File: src/rtl/pattern_loader.sv
// Serial master that streams a frame of bytes into the 32x8 pattern buffer over ssel/sin, MSB first.
// Define PATTERN_LOADER_READBACK_EN to capture the buffer's previous contents from sout as readback bytes.
`timescale 1ns/1ps
module pattern_loader #(
  parameter int unsigned buffer_width = 8,
  parameter int unsigned buffer_size  = 32
) (
  input  logic                    i_sclk,
  input  logic                    i_rst,
  input  logic                    i_start,
  input  logic                    i_abort,
  input  logic [buffer_width-1:0] i_in_data,
  input  logic                    i_in_valid,
  output logic                    o_in_ready,
  output logic                    o_ssel,
  output logic                    o_sin,
  input  logic                    i_sout,
  output logic [buffer_width-1:0] o_rb_data,
  output logic                    o_rb_valid,
  output logic                    o_busy,
  output logic                    o_done
);

  localparam int unsigned BW = $clog2(buffer_width);
  localparam int unsigned CW = $clog2(buffer_size);

  typedef enum logic [1:0] {S_IDLE, S_WAIT, S_SHIFT, S_DONE} state_t;

  state_t                  r_state;
  state_t                  w_state_nxt;
  logic [BW-1:0]           r_bit_cnt;
  logic [CW-1:0]           r_byte_cnt;
  logic                    r_final;
  logic [buffer_width-1:0] r_shreg;
  logic                    r_ssel;
  logic                    r_sin;
  logic                    r_busy;
  logic                    r_done;
  logic                    w_abort;
  logic                    w_ready;
  logic                    w_load;
  logic                    w_shift;
  logic                    w_ssel_nxt;

  assign w_abort = i_abort && (r_state != S_IDLE);

  // Next-state and handshake decode; abort overrides any accept on the same edge
  always_comb begin
    w_state_nxt = r_state;
    w_ready     = 1'b0;
    w_load      = 1'b0;
    w_shift     = 1'b0;
    w_ssel_nxt  = 1'b0;
    case (r_state)
      S_IDLE: begin
        if (i_start) w_state_nxt = S_WAIT;
      end
      S_WAIT: begin
        w_ready = 1'b1;
        if (i_in_valid) begin
          w_load      = 1'b1;
          w_ssel_nxt  = 1'b1;
          w_state_nxt = S_SHIFT;
        end
      end
      S_SHIFT: begin
        if (r_bit_cnt == BW'(buffer_width - 1)) begin
          w_ready = !r_final;
          if (!r_final && i_in_valid) begin
            w_load     = 1'b1;
            w_ssel_nxt = 1'b1;
          end else if (r_final) begin
            w_state_nxt = S_DONE;
          end else begin
            w_state_nxt = S_WAIT;
          end
        end else begin
          w_shift    = 1'b1;
          w_ssel_nxt = 1'b1;
        end
      end
      S_DONE: begin
        w_state_nxt = S_IDLE;
      end
      default: begin
        w_state_nxt = S_IDLE;
      end
    endcase
    if (w_abort) begin
      w_state_nxt = S_IDLE;
      w_ready     = 1'b0;
      w_load      = 1'b0;
      w_shift     = 1'b0;
      w_ssel_nxt  = 1'b0;
    end
  end

  always_ff @(posedge i_sclk) begin
    if (i_rst) begin
      r_state    <= S_IDLE;
      r_bit_cnt  <= '0;
      r_byte_cnt <= '0;
      r_final    <= 1'b0;
      r_shreg    <= '0;
      r_ssel     <= 1'b0;
      r_sin      <= 1'b0;
      r_busy     <= 1'b0;
      r_done     <= 1'b0;
    end else begin
      r_state <= w_state_nxt;
      r_ssel  <= w_ssel_nxt;
      r_busy  <= (w_state_nxt == S_WAIT) || (w_state_nxt == S_SHIFT);
      r_done  <= (w_state_nxt == S_DONE);
      if (w_state_nxt == S_IDLE) begin
        r_bit_cnt  <= '0;
        r_byte_cnt <= '0;
        r_final    <= 1'b0;
      end else if (w_load) begin
        r_shreg    <= {i_in_data[buffer_width-2:0], 1'b0};
        r_sin      <= i_in_data[buffer_width-1];
        r_bit_cnt  <= '0;
        r_byte_cnt <= r_byte_cnt + CW'(1);
        r_final    <= (r_byte_cnt == CW'(buffer_size - 1));
      end else if (w_shift) begin
        r_sin     <= r_shreg[buffer_width-1];
        r_shreg   <= r_shreg << 1;
        r_bit_cnt <= r_bit_cnt + BW'(1);
      end
    end
  end

  assign o_in_ready = w_ready && !i_rst;
  assign o_ssel     = r_ssel;
  assign o_sin      = r_sin;
  assign o_busy     = r_busy;
  assign o_done     = r_done;

`ifdef PATTERN_LOADER_READBACK_EN
  logic [buffer_width-1:0] r_cap;
  logic [BW-1:0]           r_rb_cnt;
  logic [buffer_width-1:0] r_rb_data;
  logic                    r_rb_valid;

  // sout reflects the old entry 31 MSB before each shift; a partial byte is dropped on abort
  always_ff @(posedge i_sclk) begin
    if (i_rst) begin
      r_cap      <= '0;
      r_rb_cnt   <= '0;
      r_rb_data  <= '0;
      r_rb_valid <= 1'b0;
    end else begin
      r_rb_valid <= 1'b0;
      if (w_abort) begin
        r_rb_cnt <= '0;
      end else if (r_ssel) begin
        r_cap <= {r_cap[buffer_width-2:0], i_sout};
        if (r_rb_cnt == BW'(buffer_width - 1)) begin
          r_rb_cnt   <= '0;
          r_rb_data  <= {r_cap[buffer_width-2:0], i_sout};
          r_rb_valid <= 1'b1;
        end else begin
          r_rb_cnt <= r_rb_cnt + BW'(1);
        end
      end
    end
  end

  assign o_rb_data  = r_rb_data;
  assign o_rb_valid = r_rb_valid;
`else
  logic w_unused_sout;
  assign w_unused_sout = i_sout;
  assign o_rb_data     = '0;
  assign o_rb_valid    = 1'b0;
`endif

endmodule

File: config.mk
export PLATFORM = sky130hd
export DESIGN_NAME = pattern_loader
export DESIGN_NICKNAME = d
export VERILOG_FILES = /design/src/rtl/pattern_loader.sv
export SDC_FILE = /design/constraint.sdc
export NUM_CORES = 1
export LEC_CHECK = 0
export BUFFER_PORTS_ARGS = -buffer_cell sky130_fd_sc_hd__buf_2
export CORE_UTILIZATION = 56
export DETAILED_ROUTE_END_ITERATION = 10
export PLACE_DENSITY = 0.81
export SKIP_LAST_GASP = 1
export SLEW_MARGIN = 20
export SYNTH_ARGS = -nofsm -noshare
export SYNTH_HDL_FRONTEND = slang
export SYNTH_SLANG_ARGS = --single-unit
File: constraint.sdc
create_clock -name i_sclk -period 3.7 [get_ports i_sclk]
set_input_delay 0 -clock i_sclk [delete_from_list [all_inputs] [get_ports i_sclk]]
set_output_delay 0 -clock i_sclk [all_outputs]
set_load 0.05 [all_outputs]
==> impl_metrics.py, run 1 <==
metrics = {
    "hold_path": {
        "hold_class": "input pin to flop",
        "hold-path-endpoint": "r_shreg[2]$_SDFFE_PP0P_",
        "hp-start": "i_in_data[1]",
        "hold_depth": 4,
    },
    "finish": {
        "drive_gt1_frac": 0.152,
        "layout_common_cells": "dfxtp_1, buf_2, inv_1, a21oi_1, nor2_1",
        "areaGrowthSynthToFinish_pct": 10.1,
        "fin_nets": 176,
        "fin_area_mm2": 0.00132,
        "multi_input_area_um2": 649,
        "fill_cells": 169,
        "final_common_cell": "dfxtp_1",
        "finalNonFillerCells": 178,
        "diodes": 0,
        "final-seq-area_um2": 440,
    },
    "grt": {
        "grt_pass1_vias": 863,
        "gr-usage-all-layers": 0.196,
        "grt_pass1_wl_um": 3630,
        "grt_overflow": 0,
        "antenna_found_initial": 0,
        "grt_max_degree": 17,
    },
    "sta": {
        "max_slew_margin": 0.601,
        "period_share": 0.684,
        "hold_viol": 0,
        "fin_worst_skew_ns": 0.00822,
        "report.final.setup_viol": 0,
        "rsz0062_at_grt": "no",
        "whs_ns": 0.0183,
        "fmax_ghz": 0.395,
        "finalMaxSlewViolations": 0,
        "worst_pin_slew_ns": 0.598,
        "min_period_ns": 2.53,
        "fin_tns_setup_ns": 0,
    },
    "worst_setup_path": {
        "crit_required_ns": 3.91,
        "reg2regPathDepth": 7,
        "reg2reg_to": "r_shreg[5]$_SDFFE_PP0P_",
        "worstSetupStartpointType": "flop",
        "crit_path_end_kind": "flop",
        "crit_type": "flop to flop",
        "path_max_fanout": 7,
        "reg2reg_from": "r_state[1]$_SDFF_PP0_",
        "r2r_slack_ns": 1.17,
        "arrival_ns": 2.74,
    },
    "route": {
        "via_count": 934,
        "drtAntennaViolNets": 0,
        "drc": 0,
        "vias_per_cell": 5.25,
        "wl_um": 2050,
        "drt_iter0_drc": 30,
        "drt_first_pass_iters": 4,
        "wl_per_cell_um": 11.5,
    },
    "placement": {
        "dp.cells": 173,
        "port_buffers": 17,
        "gp_congestion": 0.774,
        "place_area_mm2": 0.00126,
        "hpwl_um": 1520,
    },
    "logic_synthesis": {
        "ys_warn_count": 0,
        "synth_top_area_share": 0.366,
        "synthCells": 135,
        "yosys.area.top_type": "dfxtp_1",
        "syn_area_mm2": 0.00120,
        "avgSynthCellArea_um2": 8.91,
        "synth_seq_cells": 22,
        "yosys-top-cells-area": "dfxtp_1, ha_1, o221a_1",
        "ys_seq_area_frac": 0.366,
        "synth_cell_types": 29,
    },
    "pwr": {
        "power_switching_mw": 0.126,
        "power_mw": 0.498,
        "intPower_mw": 0.372,
        "p_clk_frac": 0.360,
        "p_sw_frac": 0.252,
        "p_per_area_mw_per_mm2": 376,
        "power.leakage_nw": 0.639,
        "peakVddDrop_uv": 292,
        "seqPwrFrac": 0.489,
        "combPwrFrac": 0.150,
    },
    "floorplanning": {
        "io_pins": 28,
        "start_util": 0.607,
        "fp-row-count": 16,
        "die_area_mm2": 0.00234,
        "die_h_um": 48.3,
        "core_mm2": 0.00198,
        "die_width_um": 48.3,
    },
    "clock_network": {
        "insertion_delay_ns": 0.30,
        "cts_hold_buf": 1,
        "clk_path_buf_depth": 2,
        "cts_tree": "done",
        "clk_pin_slew_ns": 0.12,
        "root_buffer": "clkbuf_4",
        "cts_setup_buffers": 0,
        "cts_max_level": 1,
        "cts_buffers": 3,
        "clkSinkCount": 22,
        "cts_resized": 0,
    },
    "status": {
        "status": "finished, final reports clean",
    },
    "job": {
        "max_cap_viol_count": 0,
    },
}
power groups by stage:
stage,Combinational [mW],Clock (mW),Sequential (mW)
after floorplan,0.0605,0,0.254
after global placement,0.0719,0,0.249
after detailed placement,0.0730,0,0.249
after CTS,0.0748,0.184,0.244
after global routing,0.0826,0.194,0.244
final,0.0748,0.180,0.244
synth_stat cells:
cell	instances
o2111ai_2	1
a211oi_1	1
or3_1	2
dfxtp_1	22
mux2i_1	6
o31a_1	2
and3_1	1
conb_1	1
nor3_1	1
nor2_1	12
nand2_1	4
buf_4	9
ha_1	10
nand3_1	1
clkbuf_1	2
nand2b_1	5
o2111a_1	1
or2_2	1
o21ai_0	5
inv_1	14
and3b_1	1
or4b_1	1
xor2_1	2
buf_2	3
a21oi_1	14
or3b_1	1
o221a_1	7
nor2b_1	4
o221ai_1	1
worst max-delay path: stages, from the launching register on:
cell and delay (ns):
dfxtp_1 0.46, inv_1 0.09, ha_1 0.23, o31a_1 0.31
o31a_1 0.28, ha_1 0.26, or3b_1 0.52, o221a_1 0.30
layout make-up:
class / count / share of cell area
tap: 27 / 0.0255
inverter: 14 / 0.0397
multi-input combinational: 93 / 0.491
timing repair buffer: 18 / 0.0718
clock inverter: 1 / 0.0227
sequential: 22 / 0.333
clock buffer: 3 / 0.0170
layer usage:
metal  wire [µm]  track usage  vias up
li1            -            -      480
met3          82       0.0597        0
met4           0       0.0294        0
met5           0            0        -
met2        1010        0.347       16
met1         955        0.239      438
kinds of logic after synthesis:
logic type | Yosys count | synth area share
compound gates | 32 | 0.195
xor+xnor | 2 | 0.0146
fa+ha+maj | 10 | 0.104
buf+inv | 28 | 0.119
flops | 22 | 0.366
mux | 6 | 0.0499
other cells | 1 | 0.00312
simple gates | 34 | 0.149
per-stage QoR:
step,util,worst slack (ns)
2_1_floorplan,-,1.39
3_3_place_gp,0.636,1.24
3_5_place_dp,0.636,1.21
4_1_cts,0.668,1.17
5_1_grt,0.668,0.993
6_report,0.668,1.17
how the worst max path moves through the flow:
stage	start	depth (start not counted)	to	slack [ns]
floorplan	r_bit_cnt[0]$_SDFFE_PP0P_	9	o_sin$_SDFFE_PP0P_	1.39
global placement	r_bit_cnt[0]$_SDFFE_PP0P_	8	r_shreg[6]$_SDFFE_PP0P_	1.24
detailed placement	r_state[1]$_SDFF_PP0_	7	r_shreg[5]$_SDFFE_PP0P_	1.21
CTS	r_state[1]$_SDFF_PP0_	7	r_shreg[5]$_SDFFE_PP0P_	1.17
global route	r_state[1]$_SDFF_PP0_	7	r_shreg[5]$_SDFFE_PP0P_	0.99
finish	r_state[1]$_SDFF_PP0_	7	r_shreg[5]$_SDFFE_PP0P_	1.17
sequential cells by signal (all words and copies together), names as in the netlist:
name        flops
o_busy          1
r_shreg         7
o_done          1
o_sin           1
r_byte_cnt      5
r_final         1
r_state         2
o_ssel          1
r_bit_cnt       3
Note: power is estimated with default switching activity, not from simulation.
==> run 2, diff against run 1 <==
ABC_AREA = 1   (was default)
CORE_UTILIZATION = 53   (was 56)
PLACE_DENSITY = 0.76   (was 0.81)
clock period = 2.6 ns   (was 3.7 ns; I/O delays follow)
==> impl_metrics.py, run 2 <==
metrics = {
    "status": {
        "status": "finished, final reports clean",
    },
    "floorplanning": {
        "fp-row-count": 17,
        "start_util": 0.582,
        "io_pins": 28,
        "die_width_um": 52.2,
        "die_area_mm2": 0.00273,
        "core_mm2": 0.00230,
        "die_h_um": 52.2,
    },
    "finish": {
        "regMostFlops": "r_shreg",
        "fin_area_mm2": 0.00145,
        "areaGrowthSynthToFinish_pct": 8.42,
        "drive_gt1_frac": 0.172,
        "diodes": 0,
        "reg_top3": "r_shreg x7, r_byte_cnt x5, r_bit_cnt x3",
        "layout_common_cells": "nand2_1, inv_1, dfxtp_1",
        "largest_reg_flops": 7,
        "final_common_cell": "nand2_1",
        "fin_nets": 234,
    },
    "worst_setup_path": {
        "path_max_fanout": 5,
        "cpMostUsedCell": "ha_1",
        "worstSetupStartpointType": "flop",
        "reg2reg_from": "r_bit_cnt[0]$_SDFFE_PP0P_",
        "crit_path_end_kind": "flop",
        "arrival_ns": 2.32,
        "slowest_delay_ns": 0.35,
        "reg2regPathDepth": 12,
        "r2r_slack_ns": 0.52,
        "crit_required_ns": 2.84,
        "critical-path-slowest-cell": "dfxtp_1",
        "path_cells": "ha_1, ha_1, inv_1, o21ai_0, o21ai_0, nand2_1, nand3_1, nand3_1, ha_1, nor2_1, nand2_1, a22oi_1",
        "crit_type": "flop to flop",
        "reg2reg_to": "r_byte_cnt[2]$_SDFFE_PP0N_",
    },
    "logic_synthesis": {
        "synthCells": 191,
        "synth_cell_types": 24,
        "async_flop_share": 0,
        "synth_seq_cells": 22,
        "synth_top_area_share": 0.329,
        "ys_warn_count": 0,
        "ys_seq_area_frac": 0.329,
        "synth_edf_count": 0,
        "synth_top_cells_by_count": "nand2_1, inv_1, dfxtp_1",
        "synth.most_common_cell": "nand2_1",
        "avgSynthCellArea_um2": 7.00,
        "yosys-top-cells-area": "dfxtp_1, nand2_1, ha_1",
        "synth_flop_cell": "dfxtp_1",
        "yosys.area.top_type": "dfxtp_1",
        "syn_area_mm2": 0.00134,
    },
    "route": {
        "wl_um": 2420,
        "drc": 0,
        "vias_per_cell": 4.96,
        "via_count": 1175,
        "drt_first_pass_iters": 4,
        "wl_per_cell_um": 10.2,
        "drt_iter0_drc": 14,
        "drtAntennaViolNets": 0,
    },
    "pwr": {
        "power.leakage_nw": 0.748,
        "peakVddDrop_uv": 769,
        "p_per_area_mw_per_mm2": 982,
    },
    "hold_path": {
        "hp-start": "i_in_valid",
        "hold-path-endpoint": "o_ssel$_SDFF_PP0_",
        "hold_class": "input pin to flop",
        "hold_depth": 3,
    },
    "sta": {
        "fin_tns_setup_ns": 0,
        "min_period_ns": 2.08,
        "whs_ns": 0.0290,
        "finalMaxSlewViolations": 0,
        "period_share": 0.800,
        "fin_worst_skew_ns": 0.00585,
        "hold_viol": 0,
        "layout_setup_ws_ns": 0.520,
        "fmax_ghz": 0.481,
        "report.final.setup_viol": 0,
        "rsz0062_at_grt": "no",
    },
    "placement": {
        "hpwl_um": 1780,
        "port_buffers": 17,
        "gp_congestion": 0.827,
        "place_ws_ns": 0.537,
        "place_area_mm2": 0.00139,
    },
    "clock_network": {
        "cts_max_level": 1,
        "clk_path_buf_depth": 2,
        "insertion_delay_ns": 0.30,
        "clk_pin_slew_ns": 0.13,
        "root_buffer": "clkbuf_4",
        "cts_buffers": 3,
        "cts_resized": 0,
        "cts_tree": "done",
        "clkSinkCount": 22,
    },
    "grt": {
        "grt_pass1_vias": 1035,
        "grt_pass1_wl_um": 4130,
        "grt_overflow": 0,
        "antenna_found_initial": 0,
        "grt_max_degree": 17,
        "gr-usage-all-layers": 0.200,
    },
    "job": {
        "max_cap_viol_count": 0,
    },
}
## run 2: cell types whose count changed in the layout (fill, tap and decap cells not counted), sizes merged, moves of 6 or more
cell	change
nand2	+45
nand3	+16
inv	+15
nor2	+12
o221a	-7
mux2i	-6
## run 2: area by class of cell
| class | instances | area, µm² |
|---|---|---|
| well taps | 28 | 35.0 |
| multi-input cells | 135 | 724 |
| fillers | 219 | 847 |
| clock buffers | 4 | 36.3 |
| repair buffers | 19 | 105 |
| inverters | 29 | 109 |
| flip-flops and latches | 22 | 440 |
## run 2: metal layers
metal  vias up  wire [µm]  global-route usage
met1       541       1180               0.238
met2        21       1150               0.365
met5         -          0                   0
met3         2         76              0.0261
met4         0         13              0.0658
li1        611          -                   -
## run 2: worst max path at each step
stage                                   start                    endpoint  cells after the start  slack, ns
floorplan               r_state[0]$_SDFF_PP0_                  o_in_ready                      9       0.67
global placement    r_bit_cnt[0]$_SDFFE_PP0P_  r_byte_cnt[2]$_SDFFE_PP0N_                     12       0.57
detailed placement  r_bit_cnt[0]$_SDFFE_PP0P_  r_byte_cnt[2]$_SDFFE_PP0N_                     12       0.54
CTS                 r_bit_cnt[0]$_SDFFE_PP0P_  r_byte_cnt[2]$_SDFFE_PP0N_                     12       0.50
global route        r_bit_cnt[0]$_SDFFE_PP0P_   r_bit_cnt[2]$_SDFFE_PP0P_                     12       0.30
finish              r_bit_cnt[0]$_SDFFE_PP0P_  r_byte_cnt[2]$_SDFFE_PP0N_                     12       0.52
## run 2: where the power goes
group	switching [mW]	internal (mW)
Sequential	0.0396	0.412
Combinational	0.554	0.229
Clock	0.104	0.0854
Total	0.698	0.726
## run 2: stage by stage
| stage | power (mW) | utilization | std cells |
|---|---|---|---|
| 6_report | 1.42 | 0.631 | 237 |
| 5_1_grt | 1.55 | 0.631 | 237 |
| 4_1_cts | 1.44 | 0.631 | 237 |
| 3_5_place_dp | 1.24 | 0.607 | 231 |
| 3_3_place_gp | 1.21 | 0.607 | 231 |
| 2_1_floorplan | 1.12 | - | 199 |
## run 2: repair_timing
item,CTS,global route
hold buffers,2,0
hold endpoints to repair,5,0
buffers inserted,0,0
## run 2: logic make-up (layout without fill, tap and decap cells)
group           after synthesis  in the layout  synth area share
simple gates                 93             93             0.326
compound gates               22             22            0.0898
flops                        22             22             0.329
xor+xnor                      1              1           0.00655
buf+inv                      42             52             0.152
fa+ha+maj                    10             10            0.0935
other cells                   1              9           0.00280
## run 2: worst max-delay path, delay by kind of cell, from the launching register on
family / cells / cell delay [ns]
AOI/OAI and AO/OA: 3 / 0.30
adders and majority gates: 3 / 0.65
buffers and inverters: 1 / 0.07
DFF: 1 / 0.35
and+or+nand+nor: 5 / 0.66
